==> src/rtl/player_motion_ctrl_pkg.sv <==
// Shared game definitions: FSM encoding and screen geometry used by the
// motion controller and the player/double_sin placement logic.
package player_motion_ctrl_pkg;

    typedef enum logic [1:0] {
        ST_IDLE = 2'd0,
        ST_RUN  = 2'd1,
        ST_JUMP = 2'd2,
        ST_DEAD = 2'd3
    } state_e;

    localparam logic [9:0] GROUND_Y = 10'd340;
    localparam logic [9:0] CEIL_Y   = 10'd40;
    localparam logic [9:0] X_WRAP   = 10'd640;

    function automatic logic [7:0] sat_inc8(input logic [7:0] v, input logic [7:0] lim);
        return (v >= lim) ? lim : v + 8'd1;
    endfunction

endpackage

==> src/rtl/player_motion_ctrl_btn_sync_edge.sv <==
// Two-flop synchroniser for an asynchronous button followed by a one-cycle
// rising-edge pulse.
module player_motion_ctrl_btn_sync_edge (
    input  logic clk,
    input  logic rst_n,
    input  logic btn,
    output logic rise
);

    logic [1:0] sync_q;
    logic       prev_q;

    always_ff @(posedge clk or negedge rst_n) begin
        if (!rst_n) begin
            sync_q <= 2'b00;
            prev_q <= 1'b0;
        end else begin
            sync_q <= {sync_q[0], btn};
            prev_q <= sync_q[1];
        end
    end

    assign rise = sync_q[1] & ~prev_q;

endmodule

==> src/rtl/player_motion_ctrl.sv <==
// Per-frame game engine: jump/gravity physics, obstacle scroll, wrap-counted
// score and the idle/run/jump/dead state machine.
module player_motion_ctrl
    import player_motion_ctrl_pkg::*;
#(
    parameter logic [5:0] JUMP_V      = 6'd12,
    parameter logic [5:0] GRAVITY     = 6'd1,
    parameter logic [9:0] SCROLL_STEP = 10'd2,
    parameter logic [9:0] SCROLL_WRAP = X_WRAP,
    parameter logic [7:0] DEAD_FRAMES = 8'd120
) (
    input  logic       clk,
    input  logic       rst_n,
    input  logic       frame_tick,
    input  logic       btn_jump,
    input  logic       collision,
    output logic [9:0] y_pos,
    output logic [9:0] x_offset,
    output logic       show_player,
    output logic       game_over,
    output logic [7:0] score
);

    localparam logic signed [10:0] CEIL_S   = {1'b0, CEIL_Y};
    localparam logic signed [10:0] GROUND_S = {1'b0, GROUND_Y};

    state_e             state_q, state_d;
    logic [9:0]         y_q, y_d, x_q, x_d;
    logic signed [6:0]  vel_q, vel_d;
    logic [7:0]         score_q, score_d, dead_cnt_q, dead_cnt_d;
    logic               show_q, show_d, game_over_q;
    logic               jump_req_q, jump_req_d, hit_q, hit_d;
    logic               btn_rise;

    player_motion_ctrl_btn_sync_edge u_btn_sync (
        .clk   (clk),
        .rst_n (rst_n),
        .btn   (btn_jump),
        .rise  (btn_rise)
    );

    // A tick consumes the pending request; an edge landing on the tick is kept for the next one.
    assign jump_req_d = btn_rise | (jump_req_q & ~frame_tick);
    assign hit_d      = ~frame_tick & (hit_q | collision);

    logic              hit_now, starting, wrap, land;
    logic [9:0]        x_base, x_next, y_phys;
    logic [7:0]        score_base, score_next, dead_cnt_inc;
    logic [10:0]       x_sum;
    logic signed [6:0] vel_cur, vel_phys;
    logic signed [10:0] y_sum;

    assign hit_now      = hit_q | collision;
    assign starting     = jump_req_q & (state_q != ST_JUMP);
    assign vel_cur      = starting ? (7'sd0 - $signed({1'b0, JUMP_V})) : vel_q;
    assign y_sum        = $signed({1'b0, y_q}) + $signed({{4{vel_cur[6]}}, vel_cur});
    assign x_base       = (state_q == ST_IDLE) ? 10'd0 : x_q;
    assign score_base   = (state_q == ST_IDLE) ? 8'd0 : score_q;
    assign x_sum        = {1'b0, x_base} + {1'b0, SCROLL_STEP};
    assign wrap         = x_sum >= {1'b0, SCROLL_WRAP};
    assign x_next       = wrap ? 10'(x_sum - {1'b0, SCROLL_WRAP}) : x_sum[9:0];
    assign score_next   = wrap ? sat_inc8(score_base, 8'd255) : score_base;
    assign dead_cnt_inc = sat_inc8(dead_cnt_q, DEAD_FRAMES);

    // Ceiling clamp only while rising, so a stalled player at CEIL_Y still falls back.
    always_comb begin
        land     = 1'b0;
        y_phys   = y_sum[9:0];
        vel_phys = vel_cur + $signed({1'b0, GRAVITY});
        if (vel_cur[6] && (y_sum <= CEIL_S)) begin
            y_phys   = CEIL_Y;
            vel_phys = '0;
        end else if (y_sum >= GROUND_S) begin
            y_phys   = GROUND_Y;
            vel_phys = '0;
            land     = 1'b1;
        end
    end

    always_comb begin
        state_d    = state_q;
        y_d        = y_q;
        vel_d      = vel_q;
        x_d        = x_q;
        score_d    = score_q;
        dead_cnt_d = dead_cnt_q;
        show_d     = show_q;
        if (frame_tick) begin
            unique case (state_q)
                ST_IDLE: begin
                    y_d = GROUND_Y;
                    if (jump_req_q) begin
                        x_d     = x_next;
                        score_d = score_next;
                        y_d     = y_phys;
                        vel_d   = vel_phys;
                        state_d = land ? ST_RUN : ST_JUMP;
                    end
                end
                ST_RUN, ST_JUMP: begin
                    if (hit_now) begin
                        state_d    = ST_DEAD;
                        dead_cnt_d = 8'd0;
                        show_d     = 1'b1;
                    end else begin
                        x_d     = x_next;
                        score_d = score_next;
                        if (starting || state_q == ST_JUMP) begin
                            y_d     = y_phys;
                            vel_d   = vel_phys;
                            state_d = land ? ST_RUN : ST_JUMP;
                        end
                    end
                end
                ST_DEAD: begin
                    if (dead_cnt_q == DEAD_FRAMES && jump_req_q) begin
                        state_d = ST_IDLE;
                        y_d     = GROUND_Y;
                        vel_d   = '0;
                        show_d  = 1'b1;
                    end else begin
                        dead_cnt_d = dead_cnt_inc;
                        show_d     = ~dead_cnt_inc[3];
                    end
                end
            endcase
        end
    end

    always_ff @(posedge clk or negedge rst_n) begin
        if (!rst_n) begin
            state_q     <= ST_IDLE;
            y_q         <= GROUND_Y;
            vel_q       <= '0;
            x_q         <= 10'd0;
            score_q     <= 8'd0;
            dead_cnt_q  <= 8'd0;
            show_q      <= 1'b1;
            game_over_q <= 1'b0;
            jump_req_q  <= 1'b0;
            hit_q       <= 1'b0;
        end else begin
            state_q     <= state_d;
            y_q         <= y_d;
            vel_q       <= vel_d;
            x_q         <= x_d;
            score_q     <= score_d;
            dead_cnt_q  <= dead_cnt_d;
            show_q      <= show_d;
            game_over_q <= (state_d == ST_DEAD);
            jump_req_q  <= jump_req_d;
            hit_q       <= hit_d;
        end
    end

    assign y_pos       = y_q;
    assign x_offset    = x_q;
    assign score       = score_q;
    assign show_player = show_q;
    assign game_over   = game_over_q;

endmodule
==> config.mk <==
export PLATFORM = sky130hd
export DESIGN_NAME = player_motion_ctrl
export DESIGN_NICKNAME = d
export VERILOG_FILES = /design/src/rtl/player_motion_ctrl_pkg.sv /design/src/rtl/player_motion_ctrl_btn_sync_edge.sv /design/src/rtl/player_motion_ctrl.sv
export SDC_FILE = /design/constraint.sdc
export NUM_CORES = 1
export LEC_CHECK = 0
export ABC_AREA = 1
export BUFFER_PORTS_ARGS = -buffer_cell sky130_fd_sc_hd__buf_2
export CAP_MARGIN = 30
export CORE_MARGIN = 2
export CORE_UTILIZATION = 30
export DETAILED_ROUTE_END_ITERATION = 16
export MAX_ROUTING_LAYER = met4
export PLACE_DENSITY = 0.52
export SLEW_MARGIN = 20
export SYNTH_ARGS = -nofsm -noshare
export SYNTH_HDL_FRONTEND = slang
export SYNTH_SLANG_ARGS = --single-unit
==> constraint.sdc <==
create_clock -name clk -period 3.1 [get_ports clk]
set_clock_uncertainty 0.05 [all_clocks]
set_input_delay 0.155 -clock clk [delete_from_list [all_inputs] [get_ports clk]]
set_output_delay 0.155 -clock clk [all_outputs]
set_load 0.02 [all_outputs]
After elaboration in Yosys (flattened, before gate mapping) --
Index checks and enable logic that the tools add are counted.
Operators by class: $add $sub $neg 6, order comparisons 5, equal/unequal tests 12, muxes and demuxes 42, bitwise logic cells 9, reductions and logical operators 12
Operators with widths (count):
- 2-to-1 mux 10 bit | 10
- 2-to-1 mux 8 bit | 8
- 2-to-1 mux 7 bit | 7
- one-hot mux 8 bit (2 select lines) | 2
- one-hot mux 10 bit (3 select lines) | 1
- greater-or-equal comparator 11 x 10 -> 1 bit, second input constant | 2
- one-hot mux 7 bit (3 select lines) | 1
- one-hot mux 10 bit (2 select lines) | 1
- adder 8 x 1 -> 8 bit, second input constant | 2
- != test 2 bit, second input constant | 7
- 2-to-1 mux 2 bit | 6
- AND reduction 4 bit | 3
- adder 10 x 2 -> 11 bit, second input constant | 1
- adder 11 x 7 -> 11 bit | 1
- less-or-equal comparator 11 x 7 -> 1 bit, second input constant | 1
- subtractor 10 bit, second input constant | 1
- == test 8 x 7 -> 1 bit, second input constant | 1
- greater-or-equal comparator 8 x 7 -> 1 bit, second input constant | 1
- greater-or-equal comparator 8 bit, second input constant | 1
- adder 7 x 2 -> 7 bit, second input constant | 1
- == test 2 bit, second input constant | 3
- one-hot mux 2 bit (3 select lines) | 1
- AND reduction 5 bit | 1
- bitwise AND 1 bit | 4
- other kinds (11) | 19
Word-level totals: bits in registers 52, bits of input ports 5, logic and storage cells 98

Depth between registers and ports, before layout --
depth after elaboration 13, depth in mapped cells 28, gate-level depth less buffers 28

Cells and area by module --
Synthesis repeated with hierarchy kept, for this count alone.
Unflattened totals: cell total of the unflattened synthesis 490, area total of the unflattened synthesis 3601.0 µm²
By module, submodules not included:
- player_motion_ctrl | instances 1, cells each 485, area each 3515.9 µm², seq. area each 1232.4 µm²
- player_motion_ctrl_btn_sync_edge | instances 1, cells each 5, area each 85.1 µm², seq. area each 75.1 µm²

Worst setup path before layout --
Ideal clock, no wire load.
kind register -> register, start reg state_q[0], end reg game_over_q, in the netlist game_over, setup time 122 ps, data arrival time 2835 ps, setup slack 92 ps, stages on the path, launching flop included 23, clock period less this slack 3008 ps, path through dfrtp_1 -> inv_1 -> ha_1 -> inv_1 -> nand2_8 -> inv_1 -> nor2_1 -> ha_1 -> fa_1 -> nand2_1 -> nand2_1 -> nand2_2 -> nand2_1 -> nand2_1 -> o211ai_2 -> xor2_1 -> nand3_1 -> nand2_2 -> nand2_4 -> o21ai_2 -> nor2_1 -> a21oi_1 -> nor2_1
On the way: cells in the longest elaborated chain, start to end 13, elaborated cells on any way between the ends 23, those cells by class 1 x add/sub; 2 x order compare; 5 x eq/ne; 10 x mux; 1 x bitwise; 4 x reduce/logical
Ends and longest elaborated chain:
- start, declared | RTL line player_motion_ctrl.sv:27 | state_e state_q, state_d;
- start signal, assigned | RTL line player_motion_ctrl.sv:143 | state_q <= state_d;
- != test 2 bit | RTL line player_motion_ctrl.sv:54 | assign starting = jump_req_q & (state_q != ST_JUMP);
- bitwise AND 1 bit | RTL line player_motion_ctrl.sv:54
- 2-to-1 mux 7 bit | RTL line player_motion_ctrl.sv:55 | assign vel_cur = starting ? (7'sd0 - $signed({1'b0, JUMP_V})) : vel_q;
- adder 11 x 7 -> 11 bit | RTL line player_motion_ctrl.sv:56 | assign y_sum = $signed({1'b0, y_q}) + $signed({{4{vel_cur[6]}}, vel_cur});
- greater-or-equal comparator 11 x 10 -> 1 bit / less-or-equal comparator 11 x 7 -> 1 bit (equally long branches) | RTL line player_motion_ctrl.sv:73, player_motion_ctrl.sv:70
- 2-to-1 mux 1 bit / logical AND 1 bit (equally long branches) | RTL line player_motion_ctrl.sv:73, player_motion_ctrl.sv:70
- 2-to-1 mux 1 bit | RTL line player_motion_ctrl.sv:70 | if (vel_cur[6] && (y_sum <= CEIL_S)) begin
- 2-to-1 mux 2 bit | RTL line player_motion_ctrl.sv:97, player_motion_ctrl.sv:111
- 2-to-1 mux 2 bit | RTL line player_motion_ctrl.sv:108 | if (starting || state_q == ST_JUMP) begin
- 2-to-1 mux 2 bit | RTL line player_motion_ctrl.sv:101 | if (hit_now) begin
- one-hot mux 2 bit (3 select lines) | RTL line player_motion_ctrl.sv:89 | unique case (state_q)
- 2-to-1 mux 2 bit (*) | RTL line player_motion_ctrl.sv:88 | if (frame_tick) begin
- == test 2 bit (*) | RTL line player_motion_ctrl.sv:150 | game_over_q <= (state_d == ST_DEAD);
- end signal, assigned | RTL line player_motion_ctrl.sv:150
- end, declared | RTL line player_motion_ctrl.sv:31 | logic show_q, show_d, game_over_q;
Mark *: on every way between the ends. The rest lies on a longest branch, timed or not. A chain may end at the register's enable or synchronous reset.

Worst setup path in the final report --
start reg state_q[1], end reg state_q[1]
On the way: cells in the longest elaborated chain, start to end 12, elaborated cells on any way between the ends 22, those cells by class 1 x add/sub; 2 x order compare; 4 x eq/ne; 10 x mux; 1 x bitwise; 4 x reduce/logical
Ends and longest elaborated chain (RTL line):
- != test 2 bit | player_motion_ctrl.sv:54
- bitwise AND 1 bit | player_motion_ctrl.sv:54
- 2-to-1 mux 7 bit | player_motion_ctrl.sv:55
- adder 11 x 7 -> 11 bit | player_motion_ctrl.sv:56
- greater-or-equal comparator 11 x 10 -> 1 bit / less-or-equal comparator 11 x 7 -> 1 bit (equally long branches) | player_motion_ctrl.sv:73, player_motion_ctrl.sv:70
- 2-to-1 mux 1 bit / logical AND 1 bit (equally long branches) | player_motion_ctrl.sv:73, player_motion_ctrl.sv:70
- 2-to-1 mux 1 bit | player_motion_ctrl.sv:70
- 2-to-1 mux 2 bit | player_motion_ctrl.sv:97, player_motion_ctrl.sv:111
- 2-to-1 mux 2 bit | player_motion_ctrl.sv:108
- 2-to-1 mux 2 bit | player_motion_ctrl.sv:101
- one-hot mux 2 bit (3 select lines) | player_motion_ctrl.sv:89
- 2-to-1 mux 2 bit (*) | player_motion_ctrl.sv:88
- via state_d[1] | player_motion_ctrl.sv:27
Mark *: on every way through the listed nets, which the timed path passes. The rest lies on a longest branch.

==> impl_results.md <==
* Met1 WL at 4.21 mm
* Clk pin slew, worst setup/hold paths at 0.07 ns
* Crit. End Element: flip-flop
* P_leak at 2.20 nW
* I/O pin cnt at 35
* Peak VDD IR at 0.333 mV
* Reg-to-reg critical path startpoint: state_q[1]
* Die Wd at 115 µm
* Synth top area cells: dfrtp_1 (32%), nand2_1 (12%), inv_1 (7.4%), ha_1 (6.1%), nor2_1 (4.8%)
* Fin area at 4580 µm²
* Tmin final at 2.96 ns
* DR iter-0 viols at 136
* Initial antenna violation count at 0
* Worst-Margin Slew at 0.610 ns
* Synth Cell Area at 3670 µm²
* EDFF count, synth at 0
* Starting Density at 30.7%
* # rows at 40
* Worst hold path depth at 2
* Crit path DAT at 3.09 ns
* Worst setup SP type: flip-flop
* H-tree levels at 2
* Post-route clock period utilization at 95.3%
* Die area at 13100 µm²
* HP Start: frame_tick
* Cts bufs inserted at 5
* Seq pwr share at 21.3%
* Sequential share of the synthesized area at 35.6%
* Yosys warnings at 0
* Post-DP HPWL at 6.90 mm
* Clock Power Share at 11.7%
* Setup CP Type: reg -> reg
* Final ANT Viol Nets at 0
* Clk root buf: clkbuf_16
* Core area at 12000 µm²
* First-pass GRT wire length at 14.6 mm
* Pwr dens at 1080 nW/µm²
* Hold WC Path Type: in -> reg
* Met2 Routed Length at 4.40 mm
* Critical-path maximum fanout at 5
* Fmax at 0.338 GHz
* Cell count after synthesis at 494
* Required @ worst endpoint at 3.24 ns
* Via/cell ratio at 4.86
* # clock sinks at 52
* GPL Wtd Cong at 0.838
* Largest net degree at the start of global routing at 28
* Fin. Hold Viols at 0
* Pint at 2.46 mW
* Reg-to-Reg End: state_q[1]
* Post-Syn Nets at 518
* Outcome: complete, no violations
* Area growth from synthesis to layout at 24.8%
* Drc violations at 0
* Die Y at 115 µm
* Logic pwr share at 67.0%
* Cell Area, Placed at 4130 µm²
* Hold Worst Slack at 0.0837 ns
* Final setup viols at 0
* Final Non-Filler Cells at 703
* Async SR Flop Fraction at 100%
* Leading cell type in the layout, fill and taps excluded: nand2_1
* Highest metal used: met4
* TritonCTS clock tree: built
* Overall routing resource usage at 14.2%
* # diodes at 0
* Yosys reg bits at 52
* Via count at 3416
* P_sw at 2.49 mW
* Area leader, netlist: dfrtp_1
* Fraction of layout cells with a size suffix above 1 at 26.6%
* Net Sw Frac at 50.3%
* First-pass DRT Iterations at 4
* FILL cells at 1218
* DR WL met3 at 328 µm
* R2R depth at 21
* Final WL at 9.04 mm
* Placed Instances at 689
* IO Port Bufs at 34
* Max cap viols at 0
* Commonest non-fill, non-tap cells in the layout: nand2_1 (104), inv_1 (68), dfrtp_1 (47)
* Max Slew Vio Count at 0
* Flop-to-flop setup slack at 0.14 ns
* Hold endpoint: hit_q
* DR WL/cell at 12.9 µm
* Mean post-synth cell area at 7.43 µm²
* Via count of the first global-routing pass at 3174
* Global route overflow at 0
* Clk_lat worst skew at 0.29 ns
* Max Root-Sink Buffers at 2
* Main synth FF type: dfrtp_1
* Share of the synthesized area in the top cell type at 32.0%
* Slew HR at 59.3%
* Synth cell types at 49
* Fin nets at 579
-- worst max path at each step --
stage | startpoint | end | slack [ns] | cells past startpoint
6_report | state_q[1] | state_q[1] | 0.14 | 21
5_1_grt | state_q[0] | state_q[1] | -0.05 | 20
4_1_cts | state_q[0] | game_over | 0.02 | 22
3_5_place_dp | state_q[0] | game_over | -0.05 | 22
3_3_place_gp | state_q[0] | game_over | -0.003 | 20
2_1_floorplan | state_q[0] | game_over | 0.09 | 22
-- Yosys cell counts, drive strengths merged (5+ instances only) --
cell	instances
a21oi	20
nand3	23
inv	78
o21ai	44
xor2	14
dfrtp	47
nand2	123
nand4	13
o22ai	7
nor2	54
ha	18
dfstp	5
nor3	16
buf	5
-- worst max-delay path: stages (launching register included) --
cell	delay (ns)
dfrtp_1	0.42
ha_4	0.19
inv_4	0.07
nand2_8	0.05
inv_6	0.06
nor2_2	0.04
ha_2	0.19
fa_2	0.37
nand2_1	0.07
nand2_1	0.06
nand2_2	0.07
nand2_2	0.07
nand2_2	0.08
o211ai_4	0.09
nand3_2	0.12
nand2_4	0.08
xor2_4	0.21
nand2_4	0.10
o21ai_4	0.18
nor2_2	0.05
a21oi_2	0.16
inv_1	0.05
-- repair_timing --
action	CTS	global route
setup endpoints to repair	14	25
setup buffers	0	4
pin swaps	4	18
cloned	0	0
endpoints found under the hold margin	24	0
hold buffers	2	0
gates resized for setup	4	49
-- metrics by stage --
| stage | TNS, ns | setup WS, ns | power [mW] | utilization [%] |
|---|---|---|---|---|
| 2_1_floorplan | 0 | 0.0925 | 3.07 | - |
| 3_3_place_gp | -0.00278 | -0.00278 | 3.92 | 34.6 |
| 3_5_place_dp | -0.112 | -0.0470 | 3.93 | 34.6 |
| 4_1_cts | 0 | 0.0201 | 4.54 | 36.0 |
| 5_1_grt | -0.129 | -0.0497 | 5.39 | 38.3 |
| 6_report | 0 | 0.144 | 4.95 | 38.3 |
-- metal layers --
layer / vias to the layer above / global-route usage, %
met5: - / -
met4: 0 / 4.47
met3: 7 / 2.28
met2: 62 / 23.0
met1: 1610 / 18.4
li1: 1737 / -
-- sequential cells by signal, indices dropped and copies added (netlist names) --
register / cells
x_offset: 10
y_pos: 10
dead_cnt_q: 8
score: 8
vel_q: 7
state_q: 2
u_btn_sync.sync_q: 2
game_over: 1
hit_q: 1
jump_req_q: 1
show_player: 1
u_btn_sync.prev_q: 1
-- power groups by stage --
| stage | logic, mW | registers, mW | clock network (mW) |
|---|---|---|---|
| detailed placement | 2.88 | 1.05 | 0 |
| floorplan | 1.89 | 1.17 | 0 |
| global route | 3.69 | 1.08 | 0.619 |
| global placement | 2.87 | 1.05 | 0 |
| finish | 3.31 | 1.05 | 0.578 |
| CTS | 2.91 | 1.04 | 0.595 |
-- logic make-up after synthesis --
kind of cell             Yosys count  synth area share, %
XOR/XNOR                          17                 4.26
adder cells (fa/ha/maj)           19                 6.68
buffers and inverters             85                 9.27
flip-flops                        52                 35.6
AO/OA/AOI/OAI                     87                 13.8
AND/OR/NAND/NOR                  234                 30.3
-- cell type report --
cell class	count	area, µm²	area share [%]
clock inverter	1	7.51	0.164
clock buffer	7	143	3.11
multi-input combinational	357	2260	49.3
sequential	52	1310	28.6
timing repair buffer	61	378	8.25
inverter	78	303	6.61
tap	147	184	4.02
(Power assumes the default switching activity.)
